[src/rtl/conv_seq_ctrl_pkg.sv]
// conv_pkg -- shared types and default sizes for the 1-D convolution sequencer.
//
// Contents:
//   X_SIZE_D / F_SIZE_D : default frame sizes (8 samples, 4 taps)
//   conv_state_t        : sequencer state encoding (IDLE, LOAD, MAC, OUT)
//   conv_clog2          : ceiling log2 helper, at least 1, usable for counter widths
//
// Optional feature macro used elsewhere in this slice: CONV_STALL_CNT_EN

package conv_pkg;

    localparam int X_SIZE_D = 8;
    localparam int F_SIZE_D = 4;

    typedef enum logic [1:0] {
        IDLE = 2'd0,
        LOAD = 2'd1,
        MAC  = 2'd2,
        OUT  = 2'd3
    } conv_state_t;

    // Width helper that never returns 0, so a size of 1 still gets a 1-bit field.
    function automatic int conv_clog2(input int value);
        int width;
        width = 0;
        while ((1 << width) < value) begin
            width = width + 1;
        end
        return (width < 1) ? 1 : width;
    endfunction

endpackage

[src/rtl/conv_seq_ctrl_if.sv]
// conv_seq_ctrl_if -- control bus between the convolution sequencer and its datapath/streams.
//
// Parameters:
//   X_AW, F_AW : x / f memory address widths
//
// Signals:
//   s_valid_x / s_ready_x : x input stream handshake
//   s_valid_f / s_ready_f : f input stream handshake
//   wr_en_x, addr_x       : x memory write enable and shared read/write address
//   wr_en_f, addr_f       : f memory write enable and shared read/write address
//   en_acc, clr_acc       : accumulator accumulate / clear (clear wins)
//   m_valid_y / m_ready_y : result output handshake
//   conv_done             : one-cycle frame-complete pulse
//   stall_cnt             : output stall cycle counter (only with CONV_STALL_CNT_EN)
//
// Modports:
//   master : the sequencer side (drives control, reads valids and m_ready_y)
//   slave  : the datapath/environment side

interface conv_seq_ctrl_if #(
    parameter int X_AW = 3,
    parameter int F_AW = 2
);

    logic            s_valid_x;
    logic            s_ready_x;
    logic            s_valid_f;
    logic            s_ready_f;
    logic            wr_en_x;
    logic [X_AW-1:0] addr_x;
    logic            wr_en_f;
    logic [F_AW-1:0] addr_f;
    logic            en_acc;
    logic            clr_acc;
    logic            m_valid_y;
    logic            m_ready_y;
    logic            conv_done;
`ifdef CONV_STALL_CNT_EN
    logic [15:0]     stall_cnt;
`endif

`ifdef CONV_STALL_CNT_EN
    modport master (
        input  s_valid_x, s_valid_f, m_ready_y,
        output s_ready_x, s_ready_f, wr_en_x, addr_x, wr_en_f, addr_f,
               en_acc, clr_acc, m_valid_y, conv_done, stall_cnt
    );

    modport slave (
        output s_valid_x, s_valid_f, m_ready_y,
        input  s_ready_x, s_ready_f, wr_en_x, addr_x, wr_en_f, addr_f,
               en_acc, clr_acc, m_valid_y, conv_done, stall_cnt
    );
`else
    modport master (
        input  s_valid_x, s_valid_f, m_ready_y,
        output s_ready_x, s_ready_f, wr_en_x, addr_x, wr_en_f, addr_f,
               en_acc, clr_acc, m_valid_y, conv_done
    );

    modport slave (
        output s_valid_x, s_valid_f, m_ready_y,
        input  s_ready_x, s_ready_f, wr_en_x, addr_x, wr_en_f, addr_f,
               en_acc, clr_acc, m_valid_y, conv_done
    );
`endif

endinterface

[src/rtl/conv_seq_ctrl.sv]
// conv_seq_ctrl -- sequencer for the X_SIZE x F_SIZE 1-D convolution datapath.
//
// Loads an x frame and an f frame from two independent valid/ready streams into
// their memories, then for each of the Y_SIZE outputs clears the accumulator,
// walks the taps (memories have a 1-cycle read latency) and presents the result
// on a valid/ready handshake. No data passes through this block; it only emits
// memory addresses/write enables and accumulator controls.
//
// Ports:
//   clk   : clock, all flops on rising edge
//   reset : asynchronous, active-high reset
//   bus   : conv_seq_ctrl_if.master (stream handshakes, memory and accumulator controls)
//
// Optional feature: define CONV_STALL_CNT_EN to add bus.stall_cnt, a saturating
// count of cycles where the result is valid but not accepted, cleared on each
// LOAD->MAC transition.

module conv_seq_ctrl
    import conv_pkg::*;
#(
    parameter int X_SIZE = X_SIZE_D,
    parameter int F_SIZE = F_SIZE_D
) (
    input  logic            clk,
    input  logic            reset,
    conv_seq_ctrl_if.master bus
);

    localparam int Y_SIZE = X_SIZE - F_SIZE + 1;
    localparam int X_AW   = conv_clog2(X_SIZE);
    localparam int F_AW   = conv_clog2(F_SIZE);
    localparam int XC_W   = conv_clog2(X_SIZE + 1);
    localparam int FC_W   = conv_clog2(F_SIZE + 1);
    localparam int K_W    = conv_clog2(F_SIZE + 1);
    localparam int N_W    = conv_clog2(Y_SIZE);

    conv_state_t     state_q;
    conv_state_t     state_d;

    logic [XC_W-1:0] x_cnt_q;
    logic [FC_W-1:0] f_cnt_q;
    logic [K_W-1:0]  k_q;
    logic [N_W-1:0]  n_q;
    logic            done_q;

    logic            x_full;
    logic            f_full;
    logic            x_take;
    logic            f_take;
    logic            y_handshake;
    logic            last_output;
    logic            last_tap;

    logic            s_ready_x_c;
    logic            s_ready_f_c;
    logic            wr_en_x_c;
    logic            wr_en_f_c;
    logic [X_AW-1:0] addr_x_c;
    logic [F_AW-1:0] addr_f_c;
    logic            en_acc_c;
    logic            clr_acc_c;
    logic            m_valid_y_c;

    // Status decodes, all derived from registered state so the ready outputs
    // never depend combinationally on the incoming valids.
    assign x_full      = (x_cnt_q == XC_W'(X_SIZE));
    assign f_full      = (f_cnt_q == FC_W'(F_SIZE));
    assign x_take      = (state_q == LOAD) && !x_full && bus.s_valid_x;
    assign f_take      = (state_q == LOAD) && !f_full && bus.s_valid_f;
    assign y_handshake = (state_q == OUT) && bus.m_ready_y;
    assign last_output = (n_q == N_W'(Y_SIZE - 1));
    assign last_tap    = (k_q == K_W'(F_SIZE));

    // State register.
    always_ff @(posedge clk or posedge reset) begin
        if (reset) begin
            state_q <= IDLE;
        end else begin
            state_q <= state_d;
        end
    end

    // Next-state logic: LOAD waits for both frames, MAC runs F_SIZE+1 cycles,
    // OUT waits for the consumer and either starts the next output or a new frame.
    always_comb begin
        state_d = state_q;
        unique case (state_q)
            IDLE: state_d = LOAD;
            LOAD: begin
                if (x_full && f_full) begin
                    state_d = MAC;
                end
            end
            MAC: begin
                if (last_tap) begin
                    state_d = OUT;
                end
            end
            OUT: begin
                if (bus.m_ready_y) begin
                    state_d = last_output ? LOAD : MAC;
                end
            end
            default: state_d = IDLE;
        endcase
    end

    // Frame/tap/output counters and the frame-complete flag. Counts are cleared
    // on the final output handshake so the streams are ready again in the very
    // cycle conv_done is shown.
    always_ff @(posedge clk or posedge reset) begin
        if (reset) begin
            x_cnt_q <= '0;
            f_cnt_q <= '0;
            k_q     <= '0;
            n_q     <= '0;
            done_q  <= 1'b0;
        end else begin
            done_q <= y_handshake && last_output;
            unique case (state_q)
                IDLE: begin
                    x_cnt_q <= '0;
                    f_cnt_q <= '0;
                    k_q     <= '0;
                    n_q     <= '0;
                end
                LOAD: begin
                    if (x_take) begin
                        x_cnt_q <= x_cnt_q + XC_W'(1);
                    end
                    if (f_take) begin
                        f_cnt_q <= f_cnt_q + FC_W'(1);
                    end
                    k_q <= '0;
                end
                MAC: begin
                    k_q <= last_tap ? '0 : (k_q + K_W'(1));
                end
                OUT: begin
                    if (y_handshake) begin
                        if (last_output) begin
                            x_cnt_q <= '0;
                            f_cnt_q <= '0;
                            n_q     <= '0;
                        end else begin
                            n_q <= n_q + N_W'(1);
                        end
                    end
                end
                default: begin
                    k_q <= '0;
                end
            endcase
        end
    end

    // Output decode. In LOAD the memory addresses carry the write counts; in MAC
    // they carry the read address for tap k, and the accumulator is enabled one
    // cycle later to match the 1-cycle memory read latency.
    always_comb begin
        s_ready_x_c = 1'b0;
        s_ready_f_c = 1'b0;
        wr_en_x_c   = 1'b0;
        wr_en_f_c   = 1'b0;
        addr_x_c    = '0;
        addr_f_c    = '0;
        en_acc_c    = 1'b0;
        clr_acc_c   = 1'b0;
        m_valid_y_c = 1'b0;
        unique case (state_q)
            LOAD: begin
                s_ready_x_c = !x_full;
                s_ready_f_c = !f_full;
                wr_en_x_c   = x_take;
                wr_en_f_c   = f_take;
                addr_x_c    = x_cnt_q[X_AW-1:0];
                addr_f_c    = f_cnt_q[F_AW-1:0];
            end
            MAC: begin
                clr_acc_c = (k_q == '0);
                en_acc_c  = (k_q != '0);
                if (k_q < K_W'(F_SIZE)) begin
                    addr_x_c = X_AW'(n_q) + X_AW'(k_q);
                    addr_f_c = F_AW'(k_q);
                end
            end
            OUT: begin
                m_valid_y_c = 1'b1;
            end
            default: begin
                m_valid_y_c = 1'b0;
            end
        endcase
    end

    assign bus.s_ready_x = s_ready_x_c;
    assign bus.s_ready_f = s_ready_f_c;
    assign bus.wr_en_x   = wr_en_x_c;
    assign bus.wr_en_f   = wr_en_f_c;
    assign bus.addr_x    = addr_x_c;
    assign bus.addr_f    = addr_f_c;
    assign bus.en_acc    = en_acc_c;
    assign bus.clr_acc   = clr_acc_c;
    assign bus.m_valid_y = m_valid_y_c;
    assign bus.conv_done = done_q;

`ifdef CONV_STALL_CNT_EN
    logic [15:0] stall_q;

    // Saturating count of back-pressured output cycles, restarted per frame
    // when computation begins.
    always_ff @(posedge clk or posedge reset) begin
        if (reset) begin
            stall_q <= '0;
        end else if ((state_q == LOAD) && (state_d == MAC)) begin
            stall_q <= '0;
        end else if ((state_q == OUT) && !bus.m_ready_y && (stall_q != 16'hFFFF)) begin
            stall_q <= stall_q + 16'd1;
        end
    end

    assign bus.stall_cnt = stall_q;
`endif

endmodule

[src/flat_wrapper.sv]
// flat-port wrapper written by rule: the top's interface ports become plain ports
module conv_seq_ctrl_flat import conv_pkg::*;
#(
    parameter int X_SIZE = X_SIZE_D,
    parameter int F_SIZE = F_SIZE_D
)
  (clk, reset, bus_s_valid_x, bus_s_valid_f, bus_m_ready_y, bus_s_ready_x, bus_s_ready_f, bus_wr_en_x, bus_addr_x, bus_wr_en_f, bus_addr_f, bus_en_acc, bus_clr_acc, bus_m_valid_y, bus_conv_done);
  conv_seq_ctrl_if #(.X_AW(3), .F_AW(2)) bus_i ();
  input  logic clk;
  input  logic reset;
  input wire logic [$bits(bus_i.s_valid_x)-1:0] bus_s_valid_x;
  input wire logic [$bits(bus_i.s_valid_f)-1:0] bus_s_valid_f;
  input wire logic [$bits(bus_i.m_ready_y)-1:0] bus_m_ready_y;
  output wire logic [$bits(bus_i.s_ready_x)-1:0] bus_s_ready_x;
  output wire logic [$bits(bus_i.s_ready_f)-1:0] bus_s_ready_f;
  output wire logic [$bits(bus_i.wr_en_x)-1:0] bus_wr_en_x;
  output wire logic [$bits(bus_i.addr_x)-1:0] bus_addr_x;
  output wire logic [$bits(bus_i.wr_en_f)-1:0] bus_wr_en_f;
  output wire logic [$bits(bus_i.addr_f)-1:0] bus_addr_f;
  output wire logic [$bits(bus_i.en_acc)-1:0] bus_en_acc;
  output wire logic [$bits(bus_i.clr_acc)-1:0] bus_clr_acc;
  output wire logic [$bits(bus_i.m_valid_y)-1:0] bus_m_valid_y;
  output wire logic [$bits(bus_i.conv_done)-1:0] bus_conv_done;
  assign bus_i.s_valid_x = bus_s_valid_x;
  assign bus_i.s_valid_f = bus_s_valid_f;
  assign bus_i.m_ready_y = bus_m_ready_y;
  assign bus_s_ready_x = bus_i.s_ready_x;
  assign bus_s_ready_f = bus_i.s_ready_f;
  assign bus_wr_en_x = bus_i.wr_en_x;
  assign bus_addr_x = bus_i.addr_x;
  assign bus_wr_en_f = bus_i.wr_en_f;
  assign bus_addr_f = bus_i.addr_f;
  assign bus_en_acc = bus_i.en_acc;
  assign bus_clr_acc = bus_i.clr_acc;
  assign bus_m_valid_y = bus_i.m_valid_y;
  assign bus_conv_done = bus_i.conv_done;
  conv_seq_ctrl #(.X_SIZE(X_SIZE), .F_SIZE(F_SIZE)) u_core (.clk(clk), .reset(reset), .bus(bus_i));
endmodule
[config.mk]
export PLATFORM = sky130hd
export DESIGN_NAME = conv_seq_ctrl_flat
export DESIGN_NICKNAME = d
export VERILOG_FILES = /design/src/rtl/conv_seq_ctrl_pkg.sv /design/src/rtl/conv_seq_ctrl_if.sv /design/src/rtl/conv_seq_ctrl.sv /design/src/flat_wrapper.sv
export SDC_FILE = /design/constraint.sdc
export NUM_CORES = 1
export LEC_CHECK = 0
export ABC_AREA = 0
export ABC_CLOCK_PERIOD_IN_PS = 2200
export CAP_MARGIN = 30
export CORE_MARGIN = 3
export CORE_UTILIZATION = 52
export CTS_CLUSTER_SIZE = 10
export DETAILED_ROUTE_END_ITERATION = 7
export HOLD_SLACK_MARGIN = 0.1
export PLACE_DENSITY = 0.78
export SETUP_SLACK_MARGIN = 0.05
export SKIP_LAST_GASP = 1
export SYNTH_ARGS = -nofsm -noshare
export SYNTH_HDL_FRONTEND = slang
export SYNTH_SLANG_ARGS = --single-unit
[constraint.sdc]
create_clock -name clk -period 2.2 [get_ports clk]
set_input_delay 0.33 -clock clk [delete_from_list [all_inputs] [get_ports clk]]
set_output_delay 0.33 -clock clk [all_outputs]
set_load 0.1 [all_outputs]
Word level (Yosys, flattened, before mapping)
Index checks and enable logic that the tools add are counted.
{"block": "classes", "n_mux": 29, "n_reduce_logical": 20, "n_lt_le_gt_ge": 1, "n_addsub": 5, "n_eq_ne": 14}
{"cell": "2-to-1 mux 3 bit", "count": 7}
{"cell": "case mux 3 bit (2 select lines)", "count": 3}
{"cell": "2-to-1 mux 4 bit", "count": 3}
{"cell": "case mux 4 bit (3 select lines)", "count": 1}
{"cell": "2-to-1 mux 2 bit", "count": 5}
{"cell": "inequality test 2 x 1 -> 1 bit, second input constant", "count": 5}
{"cell": "adder 3 x 1 -> 3 bit, second input constant", "count": 3}
{"cell": "equality test 3 bit, second input constant", "count": 3}
{"cell": "case mux 3 bit (3 select lines)", "count": 1}
{"cell": "case mux 2 bit (4 select lines)", "count": 1}
{"cell": "AND reduction 4 bit", "count": 2}
{"cell": "logical AND 1 bit", "count": 7}
{"cell": "2-to-1 mux 1 bit", "count": 7}
{"cell": "nonzero test 3 bit", "count": 2}
{"cell": "adder 4 x 1 -> 4 bit, second input constant", "count": 1}
{"cell": "equality test 2 bit, second input constant", "count": 2}
{"cell": "equality test 4 bit, second input constant", "count": 1}
{"cell": "inequality test 2 bit, second input constant", "count": 2}
{"cell": "case mux 2 bit (2 select lines)", "count": 1}
{"cell": "nonzero test 2 bit", "count": 2}
{"cell": "adder 3 bit", "count": 1}
{"cell": "logical NOT 3 bit", "count": 1}
{"cell": "< comparator 3 bit, second input constant", "count": 1}
{"cell": "AND reduction 3 bit", "count": 1}
{"cell": "other kinds (5)", "count": 6}
{"block": "word_totals", "wordCells": 75, "out_inout_bits": 13, "ff_bits": 16}

Longest topological paths before layout
{"block": "depth", "word_depth": 6, "mapped_depth": 6}

Least setup slack after synthesis
OpenSTA, ideal clock, no wires.
{"block": "synth_path", "kind": "reg2out", "startpoint": "register u_core.state_q[0]", "endpoint": "output bus_en_acc", "slack_ns": -1.064, "path_stages_with_launch": 4, "arrival_time_ns": 2.934, "t_required_ns": 1.870, "path_cell_list": "dfrtp_1 inv_1 ha_1 a21boi_0"}
{"block": "synth_via", "elab_chain_len": 2}
{"item": "start: declaration", "line": "conv_seq_ctrl.sv:37", "source": "conv_state_t state_q;"}
{"item": "start signal: assignment", "line": "conv_seq_ctrl.sv:79", "source": "state_q <= state_d;"}
{"item": "equality test 2 bit", "line": "conv_seq_ctrl.sv:170", "source": "unique case (state_q)"}
{"item": "2-to-1 mux 1 bit", "line": "conv_seq_ctrl.sv:170"}
{"item": "end: declaration", "line": "flat_wrapper.sv:20", "source": "output wire logic [$bits(bus_i.en_acc)-1:0] bus_en_acc;"}
Every way passes these cells.

Worst setup path in the final report
{"block": "layout_path", "startpoint": "register u_core.n_q[0]", "endpoint": "output bus_addr_x[2]"}
{"block": "layout_via", "elab_chain_len": 3}
{"item": "start: declaration", "line": "conv_seq_ctrl.sv:43", "source": "logic [N_W-1:0] n_q;"}
{"item": "start signal: assignment", "line": "conv_seq_ctrl.sv:146", "source": "n_q <= n_q + N_W'(1);"}
{"item": "adder 3 bit", "line": "conv_seq_ctrl.sv:183", "source": "addr_x_c = X_AW'(n_q) + X_AW'(k_q);"}
{"item": "2-to-1 mux 3 bit", "line": "conv_seq_ctrl.sv:182", "source": "if (k_q < K_W'(F_SIZE)) begin"}
{"item": "case mux 3 bit (2 select lines)", "line": "conv_seq_ctrl.sv:170"}
{"item": "end: declaration", "line": "flat_wrapper.sv:17", "source": "output wire logic [$bits(bus_i.addr_x)-1:0] bus_addr_x;"}
Every way passes these cells.

==> out/results.ini <==
[status]
status = finished clean

[logic_synthesis]
syn_area_um2 = 1137
synth_ff_type = dfrtp_1
synthArstFlopShare_pct = 100.0
ys_seq_elements = 16
synth_commonest_cells = dfrtp_1 (16), inv_1 (15), ha_1 (13), nand2_1 (12), nand3_1 (12)
synth_area_leaders = dfrtp_1 (35%), ha_1 (14%), nand3_1 (5.3%), inv_1 (5.0%), nand2_1 (4.0%)
synth_largest_area_cell = dfrtp_1
post-synth-top-count-cell = dfrtp_1
syn_nets = 147
syn_inst = 128
synth_cell_types = 35
syn_area_per_cell_um2 = 8.885
synth_edf_count = 0
yosysWarnings = 0
yosysTopAreaCellShare_pct = 35.20
synth-seq-area-share_pct = 35.20

[grt]
antenna_found_initial = 0
globalRouteOverflowTotal = 0
grt_pass1_vias = 1065
grt_max_degree = 17
groute.usage.overall_pct = 25.34
grt_pass1_wl_um = 5023

[setup_path]
end_kind = output pin
arrival_ns = 1.86
critPathKind = flip-flop to output pin
cp-start-kind = flip-flop
cp_max_fo = 2
cp.required_ns = 1.87

[pwr]
power_density_nw_per_um2 = 1415
p_clk_share_pct = 8.9
p_sw_mw = 1.206
peakVddDrop_v = 0.0009999
combPwrFrac_pct = 72.5
power.leakage_nw = 0.7550
seqPwrFrac_pct = 18.5
p_int_mw = 1.138
switching_share_pct = 51.46

[drt]
wl_um = 3063
dr.pass1.iters = 4
vias_per_cell = 5.852
vias = 1065
drt_iter0_drc = 50
drc = 0
post_drt_wl_per_cell_um = 16.83
ant_nets = 0

[clock_tree]
cts_inserted_buffers = 3
root_buffer = clkbuf_4
clockBufferDepth = 2
clock-sinks = 16
path_clk_slew_ns = 0.10
cts_tree = done
cts_hold_buf = 0
h-tree-depth = 1
clkLatencyLatePin_ns = 0.30

[placed_design]
dp_hpwl_um = 2132
port_buffers = 17
placed_cell_area_um2 = 1524
post-place-ws_ns = 0.08668
gp_congestion = 0.8602

[cells_and_area]
n_fill_cell = 125
drive_above_1_share_pct = 32.26
areaGrowthSynthToFinish_pct = 45.65
post-route-cell-area_um2 = 1657
diodes = 0
nets = 175

[floorplanning]
rows = 16
die_area_um2 = 2784
core_um2 = 2022
start_util_pct = 56.25
die_w_um = 52.77
num_io_pins = 18
dieHeight_um = 52.77

[sta]
tns_ns = 0
setup_violations = 0
drv_slew = 0
setup_ws_ns = 0.006539
clock.fmax_mhz = 455.9
fin_crit_sh_pct = 99.70
relSlewSlack_pct = 56.43
finalCriticalPeriod_ns = 2.193
rsz0062_at_grt = true
hold_violations = 0
finClkSkew_ns = 0.002478
worst_pin_slew_ns = 0.6528
hold_slack_ns = 0.4089

[worst_hold_path]
hold_path.class = input port to asynchronous set/reset pin

[run]
drv_cap = 0

critical path, cell delays in order (launching register included):
cell and delay [ns]:
dfrtp_1 0.41, ha_2 0.20, fa_2 0.36, xor2_2 0.18, a22oi_2 0.09, nor2b_4 0.14, buf_12 0.18
layout make-up:
| cell class | instances | area (µm²) | area share [%] |
|---|---|---|---|
| timing repair buffer | 26 | 355.3 | 21.45 |
| multi-input combinational | 94 | 769.5 | 46.45 |
| clock buffer | 4 | 36.28 | 2.190 |
| inverter | 15 | 60.06 | 3.625 |
| sequential | 16 | 401.6 | 24.24 |
| tap | 27 | 33.78 | 2.039 |
logic make-up (layout without fill, tap and decap cells):
group / count (synthesis) / after routing / synth area share, %
AOI/OAI and AO/OA: 32 / 32 / 18.92
xor gates and xnor gates: 1 / 1 / 0.7702
adders and majority gates: 14 / 14 / 16.06
buffers and inverters: 18 / 45 / 6.600
DFF: 16 / 16 / 35.20
muxes: 2 / 2 / 1.870
and+or+nand+nor: 45 / 45 / 20.57
timing repair:
item	CTS	global route
resized for setup	8	4
endpoints found under the setup margin	7	6
setup buffers	6	1
pin swaps	2	0
stage by stage:
step           power [mW]  util (%)  std cells
6_report            2.344     81.93        182
3_3_place_gp        1.934     75.37        171
4_1_cts             2.287     81.00        181
3_5_place_dp        1.977     75.37        171
2_1_floorplan       1.511         -        128
5_1_grt             2.469     81.93        182
power by group through the flow:
stage	sequential, mW	clock, mW	combinational [mW]
global route	0.442	0.226	1.80
finish	0.435	0.209	1.70
floorplan	0.422	0	1.09
detailed placement	0.444	0	1.53
CTS	0.423	0.212	1.65
global placement	0.438	0	1.50
final timing paths:
check                                   from                 to  slack (ns)  cells past startpoint
min                                    reset  u_core.x_cnt_q[2]        0.41                      2
min reg2reg                u_core.f_cnt_q[1]  u_core.f_cnt_q[1]        0.59                      1
max                            u_core.n_q[0]      bus_addr_x[2]       0.007                      6
max in group asynchronous              reset  u_core.state_q[1]        1.33                      2
max reg2reg                    u_core.n_q[0]  u_core.x_cnt_q[3]        0.20                      7
min in group clk           u_core.f_cnt_q[1]  u_core.f_cnt_q[1]        0.59                      1
layer usage:
metal | vias to the layer above | global-route usage (%) | routed length, µm
met1 | 508 | 33.51 | 1311
met3 | 9 | 3.419 | 165
met4 | 0 | 11.49 | 80
li1 | 497 | - | -
met2 | 51 | 40.70 | 1506
met5 | - | 0 | 0
state kept, by name (all words and copies together), names as in the netlist:
| name | flops |
|---|---|
| u_core.x_cnt_q | 4 |
| u_core.bus.conv_done | 1 |
| u_core.state_q | 2 |
| u_core.f_cnt_q | 3 |
| u_core.n_q | 3 |
| u_core.k_q | 3 |
placed cells by master, fill, tap and decap left out, drive strengths merged:
cell	n
a22oi	5
clkinvlp	1
buf	22
inv	14
nand2	12
and2	2
a21boi	4
nor3	2
a21oi	5
mux2i	1
nor2	4
nand4	1
a21o	4
clkdlybuf4s50	4
nor3b	1
or4b	1
a211o	1
fa	1
o21bai	1
dfrtp	16
nand3b	1
nand3	13
and3	1
o211ai	1
ha	13
nor4	1
nor2b	6
a211oi	1
o22ai	1
o21ai	8
xor2	1
mux2	1
a32o	1
clkbuf	4
Power figures use the tool's default switching activity.
